==> src/rtl/bcp_clause_scanner.sv <==
// bcp_clause_scanner
// Sequencer for the hardware BCP path. It walks clause memory one clause per
// FETCH/EVAL pair and classifies each clause against the current partial
// assignment. Unit clauses are applied as implications to the internal
// assignment registers. Passes over memory repeat until a pass makes no
// implication (fixpoint) or a conflicting clause is found.
//
// Ports:
//   clock, reset_n          rising-edge clock, synchronous active-low reset
//   start                   begin propagation (accepted in IDLE or DONE only)
//   init_value/assigned     initial partial assignment
//   clause_addr             registered clause memory read address
//   clause_type/mask        clause word, valid one cycle after clause_addr
//   busy, done              FETCH/EVAL, DONE status
//   conflict, conflict_addr result, valid while done=1
//   assign_value, assigned  current partial assignment
//   imply_count             implications made since start (saturating)

module bcp_clause_scanner #(
  parameter int unsigned VAR_NUM    = 8,
  parameter int unsigned CLAUSE_NUM = 16,
  parameter int unsigned ADDR_W     = 4,
  parameter int unsigned CNT_W      = 4
) (
  input  logic               clock,
  input  logic               reset_n,
  input  logic               start,
  input  logic [VAR_NUM-1:0] init_value,
  input  logic [VAR_NUM-1:0] init_assigned,
  output logic [ADDR_W-1:0]  clause_addr,
  input  logic [VAR_NUM-1:0] clause_type,
  input  logic [VAR_NUM-1:0] clause_mask,
  output logic               busy,
  output logic               done,
  output logic               conflict,
  output logic [ADDR_W-1:0]  conflict_addr,
  output logic [VAR_NUM-1:0] assign_value,
  output logic [VAR_NUM-1:0] assigned,
  output logic [CNT_W-1:0]   imply_count
);

  typedef enum logic [1:0] {StIdle, StFetch, StEval, StDone} state_e;

  localparam logic [ADDR_W-1:0] LastAddr = ADDR_W'(CLAUSE_NUM - 1);

  state_e             state_q, state_d;
  logic [ADDR_W-1:0]  addr_q, addr_d;
  logic [VAR_NUM-1:0] value_q, value_d;
  logic [VAR_NUM-1:0] assigned_q, assigned_d;
  logic [CNT_W-1:0]   count_q, count_d;
  logic               conflict_q, conflict_d;
  logic [ADDR_W-1:0]  caddr_q, caddr_d;
  logic               changed_q, changed_d;

  // Clause evaluation against the current assignment
  logic [VAR_NUM-1:0] true_vec;
  logic [VAR_NUM-1:0] free_vec;
  logic               free_any;
  logic               free_multi;

  always_comb begin
    true_vec   = clause_mask & assigned_q & ~(value_q ^ clause_type);
    free_vec   = clause_mask & ~assigned_q;
    free_any   = 1'b0;
    free_multi = 1'b0;
    for (int i = 0; i < int'(VAR_NUM); i++) begin
      if (free_vec[i]) begin
        if (free_any) free_multi = 1'b1;
        free_any = 1'b1;
      end
    end
  end

  logic is_conflict;
  logic is_unit;

  always_comb begin
    is_conflict = 1'b0;
    is_unit     = 1'b0;
    // Empty clauses are skipped; satisfied clauses have no effect.
    if ((|clause_mask) && !(|true_vec)) begin
      is_conflict = !free_any;
      is_unit     = free_any && !free_multi;
    end
  end

  always_comb begin
    state_d    = state_q;
    addr_d     = addr_q;
    value_d    = value_q;
    assigned_d = assigned_q;
    count_d    = count_q;
    conflict_d = conflict_q;
    caddr_d    = caddr_q;
    changed_d  = changed_q;

    unique case (state_q)
      StIdle, StDone: begin
        if (start) begin
          assigned_d = init_assigned;
          value_d    = init_value & init_assigned;
          count_d    = '0;
          conflict_d = 1'b0;
          caddr_d    = '0;
          changed_d  = 1'b0;
          addr_d     = '0;
          state_d    = StFetch;
        end
      end

      StFetch: state_d = StEval;

      StEval: begin
        if (is_conflict) begin
          conflict_d = 1'b1;
          caddr_d    = addr_q;
          state_d    = StDone;
        end else begin
          if (is_unit) begin
            // free_vec is one-hot here: it marks the implied variable.
            assigned_d = assigned_q | free_vec;
            value_d    = (value_q & ~free_vec) | (clause_type & free_vec);
            if (count_q != '1) count_d = count_q + CNT_W'(1);
            changed_d  = 1'b1;
          end
          if (addr_q != LastAddr) begin
            addr_d  = addr_q + ADDR_W'(1);
            state_d = StFetch;
          end else if (changed_q || is_unit) begin
            // An implication on the last clause also forces another pass.
            addr_d    = '0;
            changed_d = 1'b0;
            state_d   = StFetch;
          end else begin
            state_d = StDone;
          end
        end
      end

      default: state_d = StIdle;
    endcase
  end

  always_ff @(posedge clock) begin
    if (!reset_n) begin
      state_q    <= StIdle;
      addr_q     <= '0;
      value_q    <= '0;
      assigned_q <= '0;
      count_q    <= '0;
      conflict_q <= 1'b0;
      caddr_q    <= '0;
      changed_q  <= 1'b0;
    end else begin
      state_q    <= state_d;
      addr_q     <= addr_d;
      value_q    <= value_d;
      assigned_q <= assigned_d;
      count_q    <= count_d;
      conflict_q <= conflict_d;
      caddr_q    <= caddr_d;
      changed_q  <= changed_d;
    end
  end

  assign clause_addr   = addr_q;
  assign busy          = (state_q == StFetch) || (state_q == StEval);
  assign done          = (state_q == StDone);
  assign conflict      = conflict_q;
  assign conflict_addr = caddr_q;
  assign assign_value  = value_q;
  assign assigned      = assigned_q;
  assign imply_count   = count_q;

endmodule

==> config.mk <==
export PLATFORM = sky130hd
export DESIGN_NAME = bcp_clause_scanner
export DESIGN_NICKNAME = d
export VERILOG_FILES = /design/src/rtl/bcp_clause_scanner.sv
export SDC_FILE = /design/constraint.sdc
export NUM_CORES = 1
export LEC_CHECK = 0
export BUFFER_PORTS_ARGS = -buffer_cell sky130_fd_sc_hd__buf_2
export CAP_MARGIN = 5
export CELL_PAD_IN_SITES_DETAIL_PLACEMENT = 1
export CELL_PAD_IN_SITES_GLOBAL_PLACEMENT = 2
export CORE_ASPECT_RATIO = 1.2
export CORE_MARGIN = 5
export CORE_UTILIZATION = 26
export DETAILED_ROUTE_END_ITERATION = 12
export PLACE_DENSITY = 0.73
export SKIP_CTS_REPAIR_TIMING = 1
export SLEW_MARGIN = 20
export SYNTH_ARGS = -nofsm -noshare
export SYNTH_HDL_FRONTEND = slang
export SYNTH_SLANG_ARGS = --single-unit
==> constraint.sdc <==
create_clock -name clock -period 2.2 [get_ports clock]
set_input_delay 0.44 -clock clock [delete_from_list [all_inputs] [get_ports clock]]
set_output_delay 0.44 -clock clock [all_outputs]
set_load 0.02 [all_outputs]
==> summary.txt <==
STA
  – Final-report hold violation count: 0
  – RSZ-0062 raised after global routing: no
  – Slew Limit Fails: 0
  – Fin crit share: 94.8%
  – Final setup fails: 0
  – Min Hold Slack: 0.432 ns
  – Worst-Margin Slew: 0.437 ns
  – Slew HR: 70.7%
  – Peak Freq: 0.479 GHz
  – Post-route minimum period: 2.09 ns
  – Skew final: 0.00417 ns

Synthesis
  – Main synth FF type: dfxtp_1
  – Syn Std Cell Area: 0.00213 mm²
  – Syn Inst Count: 251
  – Post-synth ARST share: 0%
  – Avg Inst Size Synth: 8.49 µm²
  – Mapped Nets: 291
  – Synth Register Bits: 32
  – Synth Warn #: 0
  – Sequential share of the synthesized area: 30.0%
  – Yosys cell types: 53
  – EDFF count, synth: 0

Route
  – Remaining antenna violation count: 0
  – DRC Markers: 0
  – Vias/cell: 5.17
  – Wire per inst: 16.9 µm
  – Routed wire length: 7.41 mm
  – Drt initial violations: 65
  – Via count: 2263
  – Pre-Repair DR Iteration Count: 4

Placement
  – GP Congestion: 0.818
  – Dpl cell area: 0.00279 mm²
  – Final HPWL DP: 5.76 mm
  – PortBufs: 65

CTS
  – CTS tree: yes
  – Skew-Pair Late Insertion Delay: 0.29 ns
  – Root buf cell: clkbuf_8
  – Clock Sinks: 32
  – H-tree Lvls: 2
  – Total CTS buffers: 5
  – Clk slew on worst S/H paths: 0.07 ns
  – CTS max path bufs: 2

Global route
  – Largest net degree at the start of global routing: 29
  – Global-route wire length before repair: 11.8 mm
  – All-Layer GR Usage: 14.6%
  – Total congestion overflow: 0
  – Initial antenna violation count: 0
  – Vias in the first global route: 2394

Setup path
  – Worst setup SP type: register
  – Critical Path Sink Type: register
  – Req. time, crit path: 2.40 ns
  – R2R depth: 9
  – WS Path Type: reg -> reg
  – CP Max Fanout: 8
  – WP data arrival: 2.29 ns

Min path
  – Hold WC Path Type: in -> reg
  – Worst Hold Path Cells: 3

Power
  – Leakage: 1.27 nW
  – Peak VDD IR: 0.261 mV
  – Pwr dens: 1170 mW/mm²

Layout
  – Commonest non-fill, non-tap cell in the layout: buf_2
  – Reg area: 644 µm²
  – Layout area overhead: 37.3%
  – Fillers: 1008
  – Nets: 382
  – Most frequent cells in the layout: buf_2 (65), buf_4 (33), dfxtp_1 (29)
  – Cell area after layout: 0.00293 mm²
  – Share of cells above drive strength 1: 39.9%
  – Ant diodes: 0
  – Multi-input gate area: 0.00141 mm²

Floorplanning
  – Row count: 36
  – Core Region: 0.00806 mm²
  – Initial Utilization: 26.4%
  – DIE AREA: 0.0101 mm²
  – Die Y: 109 µm
  – Die width: 92.7 µm
  – IO Count: 66

Status
  – Status: finished, final reports clean

Run
  – Max-Cap Viols: 0
where the power goes:
part           internal [mW]  switching [mW]
Clock                  0.400           0.240
Sequential             0.746           0.179
Combinational          0.809            1.06
cells in the mapped netlist (4+ instances only):
cell type / instances / area, µm²
nand4_1: 5 / 31.3
nand2b_1: 15 / 93.8
clkbuf_1: 10 / 37.5
a21oi_2: 5 / 43.8
o21ai_0: 13 / 65.1
nand2_1: 18 / 67.6
dfxtp_1: 32 / 641
nor2b_1: 12 / 75.1
nand3_1: 6 / 30.0
inv_1: 5 / 18.8
and3_1: 6 / 37.5
nor4b_2: 4 / 60.1
a21oi_1: 10 / 50.1
a31oi_1: 13 / 81.3
nor2_1: 17 / 63.8
ha_1: 5 / 62.6
and2_1: 6 / 37.5
xnor2_1: 4 / 35.0
xor2_1: 5 / 43.8
a311oi_1: 12 / 105
per-layer routing:
metal  share of wire [%]  wire length (µm)  GRT usage (%)  up-vias
met5                   0                 0              0        -
met4                 1.5               112           4.19        0
met3                 3.9               290           2.69       10
met2                  53              3930           28.1       40
met1                  41              3070           16.3     1111
li1                    -                 -              -     1102
worst paths after layout:
kind | endpoint | startpoint | slack, ns
worst max register to register | imply_count[2] | register | 0.11
worst min-delay path | assigned[6] | init_assigned[6] | 0.43
worst max-delay path | imply_count[2] | register | 0.11
worst min register to register | conflict_addr[2] | conflict_addr[2] | 0.49
logic make-up after synthesis:
family | after synthesis | synth area share, %
adder cells (fa/ha/maj) | 6 | 3.46
XOR/XNOR | 9 | 3.70
flip-flops | 32 | 30.0
buffers and inverters | 21 | 4.40
AND/OR/NAND/NOR | 109 | 33.1
multiplexers | 4 | 1.94
AO/OA/AOI/OAI | 70 | 23.4
worst max-delay path: stages, from the launching register on:
cell and delay (ns):
dfxtp_1 0.39, xor2_1 0.16, o22ai_1 0.15, nor4_4 0.35, o211ai_2 0.17, nor2_4 0.16, buf_4 0.17, buf_4 0.15
a31oi_1 0.09, a211oi_1 0.20
cell type report:
class | count | share of cell area (%)
multi-input cells | 198 | 48.0
well taps | 95 | 4.06
inverters | 5 | 0.641
repair buffers | 100 | 20.9
flip-flops and latches | 32 | 22.0
clock inverters | 1 | 1.03
clock buffers | 7 | 3.29
metrics by stage:
stage | cells | worst slack, ns | power (mW) | util, % | TNS, ns
floorplan | 251 | 0.0781 | 2.07 | - | 0
global placement | 430 | -0.101 | 2.77 | 34.6 | -1.33
detailed placement | 430 | -0.117 | 2.81 | 34.6 | -1.91
CTS | 438 | 0.0409 | 3.46 | 36.2 | 0
global route | 438 | 0.00592 | 3.64 | 36.3 | 0
finish | 438 | 0.114 | 3.43 | 36.3 | 0
Note: power is estimated with default switching activity, not from simulation.
